`config.mk`:
```
export PLATFORM = sky130hd
export DESIGN_NAME = ekf_stage_sched
export DESIGN_NICKNAME = d
export VERILOG_FILES = /design/src/rtl/ekf_stage_sched.sv
export SDC_FILE = /design/constraint.sdc
export NUM_CORES = 1
export LEC_CHECK = 0
export ABC_AREA = 1
export BUFFER_PORTS_ARGS = -buffer_cell sky130_fd_sc_hd__buf_2
export CAP_MARGIN = 10
export CORE_AREA = 5 5 302 304
export CTS_CLUSTER_DIAMETER = 200
export DETAILED_ROUTE_END_ITERATION = 16
export DIE_AREA = 0 0 307 309
export HOLD_SLACK_MARGIN = 0.12
export PLACE_DENSITY_LB_ADDON = 0.15
export SLEW_MARGIN = 10
export SYNTH_ARGS = -nofsm -noshare
export SYNTH_HDL_FRONTEND = slang
export SYNTH_SLANG_ARGS = --single-unit
```
`constraint.sdc`:
```
create_clock -name clk_i -period 16.9 [get_ports clk_i]
set_input_delay 2.535 -clock clk_i [delete_from_list [all_inputs] [get_ports clk_i]]
set_output_delay 2.535 -clock clk_i [all_outputs]
set_load 0.03 [all_outputs]
```
`src/rtl/ekf_stage_sched.sv`:
```
// rtl/ekf_stage_sched.sv - EKF-SLAM stage sequencer: command FIFO, one-at-a-time issue, landmark count
// Optional WAIT timeout via `define STAGE_TIMEOUT_EN.
module ekf_stage_sched #(
   parameter int RSA_DW      = 32,
   parameter int RSA_AW      = 17,
   parameter int ROW_LEN     = 10,
   parameter int FIFO_DEPTH  = 4,
   parameter int VAL_CYC     = 2,
   parameter int TIMEOUT_CYC = 4096
) (
   input  logic               clk_i,
   input  logic               sys_rst_i,
   input  logic               cmd_val_i,
   output logic               cmd_rdy_o,
   input  logic [2:0]         cmd_stage_i,
   input  logic [ROW_LEN-1:0] cmd_lk_i,
   input  logic [RSA_DW-1:0]  cmd_vlr_i,
   input  logic [RSA_AW-1:0]  cmd_alpha_i,
   input  logic [RSA_DW-1:0]  cmd_rk_i,
   input  logic [RSA_AW-1:0]  cmd_phi_i,
   output logic [2:0]         stage_val_o,
   input  logic [2:0]         stage_rdy_i,
   output logic [ROW_LEN-1:0] landmark_num_o,
   output logic [ROW_LEN-1:0] l_k_o,
   output logic [RSA_DW-1:0]  vlr_o,
   output logic [RSA_AW-1:0]  alpha_o,
   output logic [RSA_DW-1:0]  rk_o,
   output logic [RSA_AW-1:0]  phi_o,
   output logic               busy_o,
   output logic               done_o,
   output logic               err_cmd_o
);

   localparam int EW = 3 + ROW_LEN + 2*RSA_DW + 2*RSA_AW;
   localparam int PW = $clog2(FIFO_DEPTH);
   localparam int VW = $clog2(VAL_CYC + 1);
   localparam logic [VW-1:0] VAL_LAST = VW'(VAL_CYC - 1);
   localparam logic [2:0] ST_NEW = 3'd2;
   localparam logic [2:0] ST_UPD = 3'd3;
   localparam logic [2:0] ST_MAX = 3'd4;

   generate
      if (FIFO_DEPTH < 2 || (FIFO_DEPTH & (FIFO_DEPTH - 1)) != 0 || VAL_CYC < 1 || TIMEOUT_CYC < 1) begin : g_bad_cfg
         $error("ekf_stage_sched: illegal parameter set");
      end
   endgenerate

   typedef enum logic [1:0] {S_IDLE, S_ISSUE, S_WAIT} state_t;

   logic [EW-1:0]      mem_q [FIFO_DEPTH];
   logic [PW:0]        wr_ptr_q, rd_ptr_q;
   logic [PW:0]        wr_ptr_d, rd_ptr_d;
   logic               fifo_full, fifo_empty, push, pop;

   logic [2:0]         h_stage;
   logic [ROW_LEN-1:0] h_lk;
   logic [RSA_DW-1:0]  h_vlr, h_rk;
   logic [RSA_AW-1:0]  h_alpha, h_phi;
   logic               cmd_bad;

   state_t             state_q;
   logic [VW-1:0]      val_cnt_q;
   logic [2:0]         stage_q, stage_val_q;
   logic [ROW_LEN-1:0] landmark_num_q, l_k_q;
   logic [RSA_DW-1:0]  vlr_q, rk_q;
   logic [RSA_AW-1:0]  alpha_q, phi_q;
   logic               done_q, err_q;

   assign fifo_empty = (wr_ptr_q == rd_ptr_q);
   assign fifo_full  = (wr_ptr_q[PW] != rd_ptr_q[PW]) && (wr_ptr_q[PW-1:0] == rd_ptr_q[PW-1:0]);
   assign pop        = (state_q == S_IDLE) && !fifo_empty;
   // A pop frees a slot this cycle, so a full FIFO may still accept a push.
   assign cmd_rdy_o  = !fifo_full || pop;
   assign push       = cmd_val_i && cmd_rdy_o;
   assign wr_ptr_d   = push ? wr_ptr_q + 1'b1 : wr_ptr_q;
   assign rd_ptr_d   = pop  ? rd_ptr_q + 1'b1 : rd_ptr_q;

   always_ff @(posedge clk_i) begin
      if (push) begin
         mem_q[wr_ptr_q[PW-1:0]] <= {cmd_stage_i, cmd_lk_i, cmd_vlr_i, cmd_alpha_i, cmd_rk_i, cmd_phi_i};
      end
   end

   always_ff @(posedge clk_i) begin
      if (sys_rst_i) begin
         wr_ptr_q <= '0;
         rd_ptr_q <= '0;
      end else begin
         wr_ptr_q <= wr_ptr_d;
         rd_ptr_q <= rd_ptr_d;
      end
   end

   assign {h_stage, h_lk, h_vlr, h_alpha, h_rk, h_phi} = mem_q[rd_ptr_q[PW-1:0]];

   always_comb begin
      cmd_bad = 1'b0;
      if (h_stage == 3'd0 || h_stage > ST_MAX) cmd_bad = 1'b1;
      if (h_stage == ST_NEW && (&landmark_num_q)) cmd_bad = 1'b1;
      if (h_stage == ST_UPD && h_lk >= landmark_num_q) cmd_bad = 1'b1;
   end

`ifdef STAGE_TIMEOUT_EN
   localparam int TW = $clog2(TIMEOUT_CYC + 1);
   localparam logic [TW-1:0] TMO_LAST = TW'(TIMEOUT_CYC - 1);
   logic [TW-1:0] tmo_q;
`endif

   always_ff @(posedge clk_i) begin
      if (sys_rst_i) begin
         state_q        <= S_IDLE;
         val_cnt_q      <= '0;
         stage_q        <= '0;
         stage_val_q    <= '0;
         landmark_num_q <= '0;
         l_k_q          <= '0;
         vlr_q          <= '0;
         alpha_q        <= '0;
         rk_q           <= '0;
         phi_q          <= '0;
         done_q         <= 1'b0;
         err_q          <= 1'b0;
`ifdef STAGE_TIMEOUT_EN
         tmo_q          <= '0;
`endif
      end else begin
         done_q <= 1'b0;
         err_q  <= 1'b0;
         case (state_q)
            S_IDLE: begin
               if (!fifo_empty) begin
                  if (cmd_bad) begin
                     err_q <= 1'b1;
                  end else begin
                     stage_q     <= h_stage;
                     stage_val_q <= h_stage;
                     l_k_q       <= h_lk;
                     vlr_q       <= h_vlr;
                     alpha_q     <= h_alpha;
                     rk_q        <= h_rk;
                     phi_q       <= h_phi;
                     val_cnt_q   <= '0;
                     state_q     <= S_ISSUE;
                  end
               end
            end
            S_ISSUE: begin
               // stage_rdy is deliberately not looked at here; the top must hold it.
               if (val_cnt_q == VAL_LAST) begin
                  stage_val_q <= '0;
                  state_q     <= S_WAIT;
`ifdef STAGE_TIMEOUT_EN
                  tmo_q       <= '0;
`endif
               end else begin
                  val_cnt_q <= val_cnt_q + 1'b1;
               end
            end
            S_WAIT: begin
               if (stage_rdy_i == stage_q) begin
                  done_q  <= 1'b1;
                  state_q <= S_IDLE;
                  if (stage_q == ST_NEW) landmark_num_q <= landmark_num_q + 1'b1;
               end
`ifdef STAGE_TIMEOUT_EN
               else if (tmo_q == TMO_LAST) begin
                  err_q   <= 1'b1;
                  state_q <= S_IDLE;
               end else begin
                  tmo_q <= tmo_q + 1'b1;
               end
`endif
            end
            default: state_q <= S_IDLE;
         endcase
      end
   end

   assign stage_val_o    = stage_val_q;
   assign landmark_num_o = landmark_num_q;
   assign l_k_o          = l_k_q;
   assign vlr_o          = vlr_q;
   assign alpha_o        = alpha_q;
   assign rk_o           = rk_q;
   assign phi_o          = phi_q;
   assign busy_o         = (state_q != S_IDLE);
   assign done_o         = done_q;
   assign err_cmd_o      = err_q;

endmodule

```
Word level (Yosys, flattened, before mapping)
Memories as Yosys holds them, arrays and structs flattened. A register that Yosys moved wholly into a read port is not among the register bits.
Index checks and enable logic that the tools add are counted.

word-level totals
  memory bits (writable) = 444
  memories = 1
  logic and storage cells = 83
  input bits = 117
  register bits after elaboration = 136

memory list
  memory  words  width  read ports  clocked after Yosys merged registers in  wr ports  line  text
  mem_q   4      111    1           1                                        1         50    logic [EW-1:0] mem_q [FIFO_DEPTH];

cells by class
  multiplexer cells = 22
  add/subtract/negate cells = 4
  magnitude comparators = 2
  reductions and logical operators = 21
  equality and inequality tests = 15
  bitwise gates (word level) = 4

operators by type and width
  kind                     number
  $mux W2                  9
  $reduce_and A4 Y1        3
  $add A10 B1 Y10 const B  1
  $ge A10 B10 Y1           1
  $ne A2 B2 Y1 const B     5
  $reduce_and A10 Y1       1
  $eq A3 B2 Y1 const B     3
  $mux W3                  3
  $mux W1                  7
  $add A3 B1 Y3 const B    2
  $eq A3 B3 Y1             2
  $pmux W2 S3              1
  $pmux W3 S2              1
  $reduce_and A3 Y1        2
  $logic_and A1 B1 Y1      5
  $eq A2 B1 Y1 const B     2
  $not A1 Y1               4
  $pmux W2 S2              1
  $reduce_bool A2 Y1       2
  $gt A3 B3 Y1 const B     1
  $logic_not A3 Y1         1
  $reduce_or A3 Y1         1
  $add A2 B1 Y2 const B    1
  $eq A2 B2 Y1             1
  other kinds (6)          8

Depth between registers and ports, before layout
Gate-level depths: netlist of run 1.

  word-level depth = 8
  gate-level depth with buffers = 20
  gate-level depth less buffers = 15

Worst setup path after synthesis of run 1
No wires, ideal clock.

  kind = input to register
  start = input cmd_val_i
  end = register wr_ptr_q[2]
  library setup time = 0.104 ns
  data required time = 16.796 ns
  cell stages on the path = 4
  path buffers = 0
  arrival = 7.905 ns
  path slack = 8.891 ns
  path through = nand2_1 > nor2_1 > o21ai_0 > a21oi_1

between the ends
  cells in the longest elaborated chain, start to end = 1

ends and longest elaborated chain
  element               line  text
  from (decl)           13    input logic cmd_val_i,
  $logic_and A1 B1 Y1   74    assign push = cmd_val_i && cmd_rdy_o;
  to (signal assigned)  89    wr_ptr_q <= wr_ptr_d;
  to (decl)             51    logic [PW:0] wr_ptr_q, rd_ptr_q;

No other way between the ends.
A chain may end at the register's enable or synchronous reset.

==> impl_summary.log, run 1 <==
INFO  metric run_status = finished, final reports clean
INFO  metric critical_path_required = 17.42 ns
INFO  metric dp_hpwl = 36100 um
INFO  metric timing.critical_path.buf_inv = 4
INFO  metric cpPeakStageDelay = 0.91 ns
INFO  metric synth_top_cells_by_area = sky130_fd_sc_hd__edfxtp_1 (61%), sky130_fd_sc_hd__dfxtp_1 (13%), sky130_fd_sc_hd__o21ai_0 (5.1%)
INFO  metric reg2reg_depth = 14
INFO  metric hold_buffers = 0
INFO  metric clock_tree_from_tritoncts = yes
INFO  metric avgViaCountPerCell = 4.40
INFO  metric avgSynthCellArea = 12.2 um2
INFO  metric global_route_wire_length_before_repair = 94600 um
INFO  metric cts.repair.resized = 0
INFO  metric layout_setup_ws = 10.41 ns
INFO  metric detail_route.wirelength = 64500 um
INFO  metric grt_use_total = 13.3%
INFO  metric crit_path_start_kind = register
INFO  metric rrSetupSlack = 10.41 ns
INFO  metric placement.io_buffers = 241
INFO  metric num_vias = 14243
INFO  metric netlist.top_cell.by_area = sky130_fd_sc_hd__edfxtp_1
INFO  metric route.detailed.wl_per_inst = 19.9 um
INFO  metric cts_buffer_depth = 3
INFO  metric i_o_pins = 242
INFO  metric netlist.area_leader.share = 60.9%
INFO  metric gpl.final_weighted_congestion = 0.706
INFO  metric capture_point_of_the_worst_path = rk_o[20]$_SDFFE_PP0P_
INFO  metric power.density_cell_area = 187 nW/um2
INFO  metric max_cap_viol_count = 0
INFO  metric clkLatencyLatePin = 0.61 ns
INFO  metric endpoint_kind = register
INFO  metric max_freq = 154 MHz
INFO  metric slew_headroom = 29.5%
INFO  metric final_hold_viol_count = 0
INFO  metric crit_path_max_fanout = 87
INFO  metric drt_iter0_markers = 663
INFO  metric summed_area_of_non_filler_cells_in_the_final_layout = 26500 um2
INFO  metric synthCells = 1791
INFO  metric ys_dominant_reg_cell = sky130_fd_sc_hd__edfxtp_1
INFO  metric antenna_found_initial = 12
INFO  metric layout.filler_cells = 8990
INFO  metric final-seq-area = 16100 um2
INFO  metric die_w = 307 um
INFO  metric netlist_area_pre_place = 21900 um2
INFO  metric rsz0062_at_grt = no
INFO  metric dieArea = 94900 um2
INFO  metric cts_max_level = 3
INFO  metric clock-root-buffer = sky130_fd_sc_hd__clkbuf_16
INFO  metric hold_path_class = reg2reg
INFO  metric floorplan.die.height = 309 um
INFO  metric synth_sequential_area_ratio = 73.5%
INFO  metric design.core.area = 88000 um2
INFO  metric skew = 0.0224 ns
INFO  metric max_slew.worst_pin.slew = 1.06 ns
INFO  metric dpl-instance-area = 24200 um2
INFO  metric layout.nets = 2145
INFO  metric dpl_worst_slack = 10.24 ns
INFO  metric multi_input_comb_area = 5140 um2
INFO  metric critPathTopFamily = buffers and inverters
INFO  metric tns = 0 ns
INFO  metric clock-sinks = 582
INFO  metric ys_ff_latch = 582
INFO  metric yosys.cell_types.count = 38
INFO  metric worstPathArrival = 7.02 ns
INFO  metric via_count_of_the_first_global_routing_pass = 14402
INFO  metric synth_async_sr_flop_share = 0%
INFO  metric crit-reg2reg-capture = rk_o[20]$_SDFFE_PP0P_
INFO  metric static-leakage-power = 9.28 nW
INFO  metric cp.depth = 14
INFO  metric initial_core_util = 24.9%
INFO  metric row_count = 109
INFO  metric number_of_synthesized_flops_with_an_enable_pin = 444
INFO  metric irDropWorstVdd = 0.0955 mV
INFO  metric finalWorstPathRequiredPeriod = 6.49 ns
INFO  metric mappedNetlistNets = 1925
INFO  metric share_of_post_route_cells_with_drive_strength_above_1 = 20.3%
INFO  metric final_routed_drc_violation_total = 0
INFO  metric worstPathCellList = inv_6, buf_4, o21ai_0, o22ai_1, ha_1, a21o_1, nor2_1, nand3_1, nand2_2, nand3_4, inv_4, buf_4, nand2_1, a21oi_1
INFO  metric setup_viol = 0
INFO  metric critical-path-top-cell-by-count = sky130_fd_sc_hd__buf_4
INFO  metric synthToLayoutAreaGrowth = 21.0%
INFO  metric holdPathStages = 2
INFO  metric cpMaxStageDelayCell = sky130_fd_sc_hd__buf_4
INFO  metric globalRoute.totalOverflow = 0
INFO  metric cts_buf_count = 70
INFO  metric critical_path_class = reg2reg
INFO  metric drtAntennaViolNets = 0
INFO  metric post-cts-setup-buffers = 0
INFO  metric layout_worst_path_cycle_share = 38.4%
INFO  metric grt_max_degree = 88
INFO  metric holdWs = 0.459 ns
INFO  metric synth-warning-count = 0
INFO  metric fin_max_slew_vios = 0
INFO  metric clk_pin_slew_worst_paths = 0.06 ns
INFO  metric finalCoreUtilization = 30.1%
INFO  metric drt_pass_1_iters = 5
[Yosys cell counts (all sizes together) (17+ instances only)]
| master | n |
|---|---|
| o22ai | 107 |
| nor2 | 243 |
| dfxtp | 138 |
| nand3 | 20 |
| o21ai | 224 |
| clkbuf | 77 |
| inv | 39 |
| a21oi | 137 |
| edfxtp | 444 |
| nand2 | 284 |
| buf | 35 |
| ha | 17 |
[kinds of logic (layout without fill, tap and decap cells)]
logic type,count (synthesis),in the layout,synth area share [%]
AO/OA/AOI/OAI,473,473,11.8
buffers and inverters,152,428,3.15
flip-flops,582,582,73.5
other,0,6,0
AND/OR/NAND/NOR,561,561,10.3
XOR/XNOR,6,6,0.240
adder cells (fa/ha/maj),17,17,0.971
[sequential cells by signal (all words and copies together), names as in the netlist, named ones only]
signal,flops
err_cmd_o,1
l_k_o,10
phi_o,17
mem_q,444
done_o,1
landmark_num_o,10
vlr_o,32
stage_val_o,3
wr_ptr_q,3
state_q,2
val_cnt_q,2
stage_q,3
rk_o,32
alpha_o,17
rd_ptr_q,3
[metrics by stage]
stage,power [mW],instances
floorplan,3.04,1791
global placement,3.57,3104
detailed placement,3.58,3104
CTS,5.08,3232
global route,5.28,3233
finish,4.96,3238
[layout make-up]
| cell class | count | area share (%) |
|---|---|---|
| Clock buffer | 109 | 7.70 |
| Inverter | 40 | 0.614 |
| Sequential cell | 582 | 60.8 |
| Tap cell | 1165 | 5.50 |
| Multi-Input combinational cell | 1057 | 19.4 |
| Timing Repair Buffer | 260 | 5.12 |
| Antenna cell | 6 | 0.0567 |
| Clock inverter | 19 | 0.798 |
[layout by cell type (no fill, tap or decap), types with 3 or more instances in the layout]
cell type | synthesis | layout
sky130_fd_sc_hd__a21oi_1 | 116 | 116
sky130_fd_sc_hd__a21oi_2 | 21 | 21
sky130_fd_sc_hd__buf_2 | 14 | 240
sky130_fd_sc_hd__buf_4 | 12 | 19
sky130_fd_sc_hd__clkbuf_1 | 77 | 27
sky130_fd_sc_hd__clkbuf_16 | 0 | 72
sky130_fd_sc_hd__clkbuf_8 | 0 | 10
sky130_fd_sc_hd__clkinv_1 | 0 | 3
sky130_fd_sc_hd__clkinv_2 | 1 | 7
sky130_fd_sc_hd__clkinv_8 | 0 | 3
sky130_fd_sc_hd__dfxtp_1 | 138 | 136
sky130_fd_sc_hd__diode_2 | 0 | 6
sky130_fd_sc_hd__edfxtp_1 | 444 | 444
sky130_fd_sc_hd__ha_1 | 17 | 17
sky130_fd_sc_hd__inv_1 | 36 | 36
sky130_fd_sc_hd__inv_6 | 0 | 3
sky130_fd_sc_hd__nand2_1 | 259 | 259
sky130_fd_sc_hd__nand2_2 | 25 | 25
sky130_fd_sc_hd__nand3_1 | 17 | 17
sky130_fd_sc_hd__nand4_1 | 4 | 4
sky130_fd_sc_hd__nor2_1 | 241 | 237
sky130_fd_sc_hd__nor2_4 | 1 | 5
sky130_fd_sc_hd__nor3_1 | 7 | 7
sky130_fd_sc_hd__o21ai_0 | 223 | 223
sky130_fd_sc_hd__o22ai_1 | 107 | 107
sky130_fd_sc_hd__xnor2_1 | 4 | 4
[power breakdown]
group,total (mW),switching (mW),internal [mW]
clock,1.46,0.593,0.869
sequential,1.88,0.134,1.75
combinational,1.62,1.19,0.423
total,4.96,1.92,3.04
[layer usage]
layer | wire length, um | global-route usage, % | vias to the layer above
li1 | - | - | 6847
met1 | 28600 | 16.8 | 7027
met2 | 30900 | 22.5 | 278
met3 | 3670 | 3.41 | 85
met4 | 1320 | 3.89 | 6
met5 | 39 | 0 | -
[tightest hold or removal path: stages, from the launching register on]
cell and delay (ns):
sky130_fd_sc_hd__dfxtp_1 0.30, sky130_fd_sc_hd__nand2_1 0.06, sky130_fd_sc_hd__a21oi_1 0.05
[how the worst min path moves through the flow]
stage,to,startpoint
finish,rk_o[3]$_SDFFE_PP0P_,rk_o[3]$_SDFFE_PP0P_
global route,phi_o[3]$_SDFFE_PP0P_,phi_o[3]$_SDFFE_PP0P_
CTS,rk_o[3]$_SDFFE_PP0P_,rk_o[3]$_SDFFE_PP0P_
detailed placement,rk_o[3]$_SDFFE_PP0P_,rk_o[3]$_SDFFE_PP0P_
global placement,alpha_o[15]$_SDFFE_PP0P_,alpha_o[15]$_SDFFE_PP0P_
floorplan,wr_ptr_q[2]$_SDFFE_PP0P_,wr_ptr_q[2]$_SDFFE_PP0P_
(Power assumes the default switching activity.)
==> run 2, diff against run 1 <==
==> constraint.sdc (replaced) <==
create_clock -name clk_i -period 6.3 [get_ports clk_i]
set_input_delay 0.945 -clock clk_i [delete_from_list [all_inputs] [get_ports clk_i]]
set_output_delay 0.945 -clock clk_i [all_outputs]
set_load 0.03 [all_outputs]
==> impl_summary.log, run 2 (same netlist as run 1, synthesis figures left out) <==
INFO  metric run_status = finished, final reports clean
INFO  metric critical-path-top-cell-by-count = sky130_fd_sc_hd__nand2_1
INFO  metric finalCoreUtilization = 30.3% (+0.17 points)
INFO  metric crit_path_start_kind = register
INFO  metric max_freq = 222 MHz (+44%)
INFO  metric irDropWorstVdd = 0.382 mV (+300%)
INFO  metric cts_buf_count = 71 (+1.4%)
INFO  metric rrSetupSlack = 1.80 ns (-8.61 ns)
INFO  metric cts_max_level = 3 (unchanged)
INFO  metric slew_headroom = 27.4% (-2.1 points)
INFO  metric layout.nets = 2144 (-0.047%)
INFO  metric capture_point_of_the_worst_path = vlr_o[23]$_SDFFE_PP0P_
INFO  metric dieArea = 94900 um2 (unchanged)
INFO  metric hold_path_class = reg2reg
INFO  metric drtAntennaViolNets = 0 (unchanged)
INFO  metric max_slew.worst_pin.slew = 1.09 ns (+0.0316 ns)
INFO  metric globalRoute.totalOverflow = 0 (unchanged)
INFO  metric final_routed_drc_violation_total = 0 (unchanged)
INFO  metric tns = 0 ns (unchanged)
INFO  metric drt_iter0_markers = 766 (+16%)
INFO  metric final_cells = 3241 (+0.093%)
INFO  metric dp_hpwl = 35700 um (-1.3%)
INFO  metric dpl-instance-area = 24300 um2 (+0.19%)
INFO  metric floorplan.die.height = 309 um (unchanged)
INFO  metric gpl.final_weighted_congestion = 0.708 (+0.20%)
INFO  metric mostFrequentLayoutCell = sky130_fd_sc_hd__edfxtp_1
INFO  metric die_w = 307 um (unchanged)
INFO  metric cpMaxStageDelayCell = sky130_fd_sc_hd__buf_4
INFO  metric power.density_cell_area = 504 nW/um2 (+170%)
INFO  metric finalWorstPathRequiredPeriod = 4.50 ns (-1.99 ns)
INFO  metric i_o_pins = 242 (unchanged)
INFO  metric largest_register_ffs = 444 (unchanged)
INFO  metric route.detailed.wl_per_inst = 19.9 um (about the same)
INFO  metric crit-reg2reg-capture = vlr_o[23]$_SDFFE_PP0P_
INFO  metric worstPathCellList = inv_6, buf_4, nand2_1, nand2_1, nand2_1, nand2_1, nand2_1, nor2_1, nand2_2, nand3_4, buf_4, buf_4, nand2_1, a21oi_2
INFO  metric hold_buffers = 0 (unchanged)
INFO  metric num_vias = 14281 (+0.27%)
INFO  metric initial_core_util = 24.9% (unchanged)
INFO  metric final_hold_viol_count = 0 (unchanged)
INFO  metric skew = 0.0226 ns (+0.000134 ns)
INFO  metric grt_max_degree = 103 (+17%)
INFO  metric synthToLayoutAreaGrowth = 21.6%
INFO  metric placed_cells = 3102 (-0.064%)
INFO  metric placement.io_buffers = 241 (unchanged)
INFO  metric layout_worst_path_cycle_share = 71.4% (+33 points)
INFO  metric antenna_found_initial = 21 (+9)
INFO  metric fin_max_slew_vios = 0 (unchanged)
INFO  metric post-cts-setup-buffers = 0 (unchanged)
INFO  metric mostFrequentLayoutCells = sky130_fd_sc_hd__edfxtp_1 (444), sky130_fd_sc_hd__nand2_1 (259), sky130_fd_sc_hd__buf_2 (240), sky130_fd_sc_hd__nor2_1 (237), sky130_fd_sc_hd__o21ai_0 (223)
INFO  metric cpPeakStageDelay = 0.79 ns (-0.12 ns)
INFO  metric global_route_wire_length_before_repair = 94800 um (+0.19%)
INFO  metric worstPathArrival = 5.02 ns (-2.00 ns)
INFO  metric max_cap_viol_count = 0 (unchanged)
INFO  metric rsz0062_at_grt = no
INFO  metric row_count = 109 (unchanged)
INFO  metric avgViaCountPerCell = 4.41 (+0.17%)
INFO  metric endpoint_kind = register
INFO  metric summed_area_of_non_filler_cells_in_the_final_layout = 26600 um2 (+0.56%)
INFO  metric cts.repair.resized = 0 (unchanged)
INFO  metric critical_path_class = reg2reg
INFO  metric via_count_of_the_first_global_routing_pass = 14379 (-0.16%)
INFO  metric share_of_post_route_cells_with_drive_strength_above_1 = 20.7% (+0.37 points)
INFO  metric clock_tree_from_tritoncts = yes
INFO  metric critical_path_required = 6.82 ns (-10.60 ns)
INFO  metric design.core.area = 88000 um2 (unchanged)
INFO  metric grt_use_total = 13.3% (+0.030 points)
INFO  metric drt_pass_1_iters = 5 (unchanged)
INFO  metric detail_route.wirelength = 64600 um (+0.10%)
INFO  metric clock-sinks = 582 (unchanged)
INFO  metric setup_viol = 0 (unchanged)
INFO  metric crit_path_max_fanout = 98 (+13%)
INFO  metric clkLatencyLatePin = 0.60 ns (about the same)
INFO  metric reg2reg_depth = 14 (unchanged)
INFO  metric clock-root-buffer = sky130_fd_sc_hd__clkbuf_16
INFO  metric clk_pin_slew_worst_paths = 0.06 ns (about the same)
INFO  metric cts_buffer_depth = 3 (unchanged)
INFO  metric static-leakage-power = 9.34 nW (+0.64%)
## run 2: changes by cell type in the layout (fill, tap and decap cells not counted), sizes merged
cell	delta
diode	+1
inv	+1
bufinv	+1
buf	-2
clkinvlp	+2
## run 2: report_power, final
part	total, mW	leakage, nW	internal, mW	switching [mW]
clock network	4.05	1.15	2.47	1.58
registers	5.04	5.21	4.69	0.354
logic	4.34	2.99	1.15	3.19
## run 2: worst min-delay path by stage
| stage | endpoint | cells after the start | startpoint | slack (ns) |
|---|---|---|---|---|
| 2_1_floorplan | wr_ptr_q[2]$_SDFFE_PP0P_ | 1 | wr_ptr_q[2]$_SDFFE_PP0P_ | 0.44 |
| 3_3_place_gp | alpha_o[8]$_SDFFE_PP0P_ | 2 | alpha_o[8]$_SDFFE_PP0P_ | 0.45 |
| 4_1_cts | phi_o[2]$_SDFFE_PP0P_ | 2 | phi_o[2]$_SDFFE_PP0P_ | 0.46 |
| 3_5_place_dp | phi_o[2]$_SDFFE_PP0P_ | 2 | phi_o[2]$_SDFFE_PP0P_ | 0.45 |
| 5_1_grt | phi_o[2]$_SDFFE_PP0P_ | 2 | phi_o[2]$_SDFFE_PP0P_ | 0.48 |
| 6_report | vlr_o[2]$_SDFFE_PP0P_ | 2 | vlr_o[2]$_SDFFE_PP0P_ | 0.46 |
## run 2: worst max-delay path, delay by kind of cell, from the launching register on
family / cells / cell delay [ns]
DFF: 1 / 0.48
AOI/OAI and AO/OA: 1 / 0.17
buffers and inverters: 4 / 2.69
and+or+nand+nor: 9 / 0.98
## run 2: metal layers
| layer | global-route usage [%] | part of all wire [%] |
|---|---|---|
| met3 | 3.59 | 6.1 |
| met1 | 17.0 | 44 |
| met2 | 22.2 | 48 |
| met4 | 4.07 | 2.1 |
| met5 | 0 | 0.13 |
## run 2: cell type report
cell class	instances	area, um2
Multi-Input combinational cell	1057	5140
Fill cell	8935	61300
Sequential cell	582	16100
Clock buffer	109	2140
Antenna cell	7	17.5
Inverter	40	160
Clock inverter	23	208
Tap cell	1165	1460
Timing Repair Buffer	258	1400
## run 2: metrics by stage
step	setup WS [ns]	power, mW	hold WS (ns)
after floorplan	-0.0254	8.15	0.443
after global placement	1.57	9.59	0.447
after detailed placement	1.55	9.63	0.453
after CTS	1.56	13.8	0.462
after global routing	1.28	14.3	0.478
final	1.80	13.4	0.461
==> run 3, diff against run 2 <==
--- a/config.mk
+++ b/config.mk
@@ -5,13 +5,13 @@
 export SDC_FILE = /design/constraint.sdc
 export NUM_CORES = 1
 export LEC_CHECK = 0
-export ABC_AREA = 1
+export ABC_AREA = 0
 export BUFFER_PORTS_ARGS = -buffer_cell sky130_fd_sc_hd__buf_2
 export CAP_MARGIN = 10
-export CORE_AREA = 5 5 302 304
+export CORE_AREA = 5 5 301 303
 export CTS_CLUSTER_DIAMETER = 200
 export DETAILED_ROUTE_END_ITERATION = 16
-export DIE_AREA = 0 0 307 309
+export DIE_AREA = 0 0 306 308
 export HOLD_SLACK_MARGIN = 0.12
 export PLACE_DENSITY_LB_ADDON = 0.15
 export SLEW_MARGIN = 10
==> constraint.sdc (replaced) <==
create_clock -name clk_i -period 4.6 [get_ports clk_i]
set_input_delay 0.69 -clock clk_i [delete_from_list [all_inputs] [get_ports clk_i]]
set_output_delay 0.69 -clock clk_i [all_outputs]
set_load 0.03 [all_outputs]
==> impl_summary.log, run 3 <==
INFO  metric globalRoute.totalOverflow = 0 (unchanged)
INFO  metric critical_path_required = 5.10 ns (-1.72 ns)
INFO  metric dieArea = 94200 um2 (-0.65%)
INFO  metric route.detailed.wl_per_inst = 21.5 um (+7.7%)
INFO  metric worstPathArrival = 3.92 ns (-1.10 ns)
INFO  metric drt_iter0_markers = 683 (-11%)
INFO  metric ys_ff_latch = 582 (unchanged)
INFO  metric grt.met3_usage = 3.15% (-0.44 points)
INFO  metric dp_hpwl = 33100 um (-7.3%)
INFO  metric mostFrequentLayoutCell = sky130_fd_sc_hd__edfxtp_1
INFO  metric fin_max_slew_vios = 0 (unchanged)
INFO  metric avgViaCountPerCell = 4.42 (+0.42%)
INFO  metric layout.nets = 1639 (-24%)
INFO  metric cts_max_level = 3 (unchanged)
INFO  metric summed_area_of_non_filler_cells_in_the_final_layout = 26600 um2 (about the same)
INFO  metric mostFrequentLayoutCells = sky130_fd_sc_hd__edfxtp_1 (444), sky130_fd_sc_hd__buf_2 (240), sky130_fd_sc_hd__dfxtp_1 (136), sky130_fd_sc_hd__a21oi_1 (115), sky130_fd_sc_hd__nand3_1 (114)
INFO  metric num_vias = 12093 (-15%)
INFO  metric design.core.area = 87700 um2 (-0.31%)
INFO  metric gpl.final_weighted_congestion = 0.696 (-1.7%)
INFO  metric netlist.top_cell.by_area = sky130_fd_sc_hd__edfxtp_1
INFO  metric grt_use_total = 12.2% (-1.0 points)
INFO  metric rsz0062_at_grt = no
INFO  metric netlist_area_pre_place = 21700 um2 (-0.98%)
INFO  metric final_routed_drc_violation_total = 0 (unchanged)
INFO  metric crit_path_max_fanout = 57 (-42%)
INFO  metric slew_headroom = 40.1% (+13 points)
INFO  metric max_slew.worst_pin.slew = 0.899 ns (-0.189 ns)
INFO  metric clock_tree_from_tritoncts = yes
INFO  metric synth_async_sr_flop_share = 0% (unchanged)
INFO  metric row_count = 109 (unchanged)
INFO  metric largest_register_ffs = 444 (unchanged)
INFO  metric clkLatencyLatePin = 0.60 ns (about the same)
INFO  metric synth_most_common_cell = sky130_fd_sc_hd__edfxtp_1
INFO  metric grt_use_met2 = 20.9% (-1.3 points)
INFO  metric drt_pass_1_iters = 4 (-1)
INFO  metric fin_total_pwr = 17.1 mW (+27%)
INFO  metric antenna_found_initial = 18 (-14%)
INFO  metric post_synth_most_frequent_cells = sky130_fd_sc_hd__edfxtp_1 (444), sky130_fd_sc_hd__dfxtp_1 (138), sky130_fd_sc_hd__a21oi_1 (115)
INFO  metric dpl-instance-area = 24300 um2 (+0.24%)
INFO  metric placement.io_buffers = 241 (unchanged)
INFO  metric via_count_of_the_first_global_routing_pass = 12810 (-11%)
INFO  metric placed_cells = 2596 (-16%)
INFO  metric synthCells = 1254 (-30%)
INFO  metric hold_buffers = 0 (unchanged)
INFO  metric power.density_cell_area = 640 nW/um2 (+27%)
INFO  metric global_route_wire_length_before_repair = 87400 um (-7.9%)
INFO  metric floorplan.die.height = 308 um (-0.32%)
INFO  metric layout_worst_path_cycle_share = 74.2% (+2.8 points)
INFO  metric cts.repair.resized = 0 (unchanged)
INFO  metric crit_path_start_kind = register
INFO  metric detail_route.wirelength = 58700 um (-9.2%)
INFO  metric initial_core_util = 24.7% (-0.17 points)
INFO  metric number_of_synthesized_flops_with_an_enable_pin = 444 (unchanged)
INFO  metric die_w = 306 um (-0.33%)
INFO  metric drtAntennaViolNets = 0 (unchanged)
INFO  metric synth_sequential_area_ratio = 74.2% (+0.73 points)
INFO  metric avgSynthCellArea = 17.3 um2 (+41%)
INFO  metric run_status = finished, final reports clean
INFO  metric clock-sinks = 582 (unchanged)
INFO  metric critical_path_class = reg2reg
INFO  metric mappedNetlistNets = 1388 (-28%)
INFO  metric endpoint_kind = register
INFO  metric hold_path_class = in2reg
INFO  metric skew = 0.0303 ns (+0.00779 ns)
INFO  metric share_of_post_route_cells_with_drive_strength_above_1 = 31.8% (+11 points)
INFO  metric holdWs = 0.310 ns (-0.151 ns)
INFO  metric tns = 0 ns (unchanged)
INFO  metric grt.busiest_layer = met2
INFO  metric synth-warning-count = 0 (unchanged)
INFO  metric cts_buffer_depth = 3 (unchanged)
INFO  metric synth_top_cells_by_area = sky130_fd_sc_hd__edfxtp_1 (61%), sky130_fd_sc_hd__dfxtp_1 (13%), sky130_fd_sc_hd__mux4_2 (12%)
INFO  metric i_o_pins = 242 (unchanged)
INFO  metric static-leakage-power = 8.90 nW (-4.8%)
INFO  metric ys_dominant_reg_cell = sky130_fd_sc_hd__edfxtp_1
INFO  metric max_cap_viol_count = 0 (unchanged)
INFO  metric setup_viol = 0 (unchanged)
INFO  metric final_cells = 2733 (-16%)
INFO  metric met1_usage = 15.6% (-1.4 points)
INFO  metric grt_max_degree = 113 (+9.7%)
INFO  metric netlist.area_leader.share = 61.5% (+0.60 points)
INFO  metric finalWorstPathRequiredPeriod = 3.41 ns (-1.09 ns)
INFO  metric max_freq = 293 MHz (+32%)
INFO  metric layout.filler_cells = 8728 (-2.3%)
INFO  metric final_hold_viol_count = 0 (unchanged)
INFO  metric synthToLayoutAreaGrowth = 22.9%
INFO  metric cts_buf_count = 72 (+1.4%)
INFO  metric post-cts-setup-buffers = 0 (unchanged)
INFO  metric clk_pin_slew_worst_paths = 0.06 ns (about the same)
INFO  metric irDropWorstVdd = 0.703 mV (+84%)
INFO  metric yosys.cell_types.count = 47 (+24%)
INFO  metric clock-root-buffer = sky130_fd_sc_hd__clkbuf_16
run 3: cell types whose count changed after synthesis, moves of 11 or more:
cell / previous run / this run
sky130_fd_sc_hd__buf_4: 12 / 0
sky130_fd_sc_hd__o22ai_1: 107 / 2
sky130_fd_sc_hd__nor2_1: 241 / 22
sky130_fd_sc_hd__nand3_1: 17 / 114
sky130_fd_sc_hd__nand2_2: 25 / 0
sky130_fd_sc_hd__inv_1: 36 / 14
sky130_fd_sc_hd__a21oi_2: 21 / 0
sky130_fd_sc_hd__nand2_1: 259 / 7
sky130_fd_sc_hd__mux4_2: 0 / 111
sky130_fd_sc_hd__o21ai_0: 223 / 2
sky130_fd_sc_hd__xnor2_1: 4 / 15
sky130_fd_sc_hd__o21ai_1: 1 / 113
sky130_fd_sc_hd__clkbuf_1: 77 / 51
run 3: final cells by class:
type,instances,area [um2],share of cell area (%)
inverter,14,52.6,0.197
multi-input combinational,570,5160,19.4
timing repair buffer,265,1550,5.82
tap,1165,1460,5.47
clock buffer,102,2000,7.52
antenna,6,15.0,0.0564
sequential,582,16100,60.4
clock inverter,29,299,1.12
run 3: path summary, 6_finish.rpt:
kind / start / to / slack [ns] / cells after the start
max: register / rk_o[7]$_SDFFE_PP0P_ / 1.19 / 8
min: cmd_rk_i[23] / mem_q[2][40]$_DFFE_PP_ / 0.31 / 1
max reg2reg: register / rk_o[7]$_SDFFE_PP0P_ / 1.19 / 8
min reg2reg: rk_o[30]$_SDFFE_PP0P_ / rk_o[30]$_SDFFE_PP0P_ / 0.47 / 2
run 3: power by group:
| group | switching [mW] | total [mW] | internal [mW] |
|---|---|---|---|
| logic | 3.27 | 4.93 | 1.67 |
| clock network | 2.16 | 5.49 | 3.32 |
| registers | 0.351 | 6.64 | 6.29 |
| total | 5.78 | 17.1 | 11.3 |
run 3: critical path, stage by stage (launching register included):
cell,delay [ns]
sky130_fd_sc_hd__dfxtp_4,0.67
sky130_fd_sc_hd__mux4_2,0.65
sky130_fd_sc_hd__ha_1,0.33
sky130_fd_sc_hd__nand4_1,0.15
sky130_fd_sc_hd__nor3_1,0.47
sky130_fd_sc_hd__o311a_4,0.37
sky130_fd_sc_hd__buf_12,0.30
sky130_fd_sc_hd__o21ai_1,0.12
sky130_fd_sc_hd__a21oi_1,0.17
run 3: metal layers:
metal / routed length [um] / part of all wire (%)
met1: 25300 / 43
met5: 108 / 0.18
met3: 3010 / 5.1
met4: 1060 / 1.8
met2: 29200 / 50
run 3: cell families (layout without fill, tap and decap cells):
| group | after synthesis | count (layout) | share of synthesized area, % |
|---|---|---|---|
| muxes | 113 | 113 | 11.6 |
| other | 0 | 6 | 0 |
| AOI/OAI and AO/OA | 247 | 247 | 6.02 |
| xor gates and xnor gates | 17 | 17 | 0.687 |
| buffers and inverters | 102 | 410 | 2.22 |
| DFF | 582 | 582 | 74.2 |
| and+or+nand+nor | 176 | 176 | 4.24 |
| adders and majority gates | 17 | 17 | 0.981 |
run 3: metrics by stage:
step,setup slack (ns),util (%)
after floorplan,0.356,-
after global placement,1.15,27.7
after detailed placement,1.14,27.7
after CTS,1.10,30.4
after global routing,0.908,30.4
final,1.19,30.4
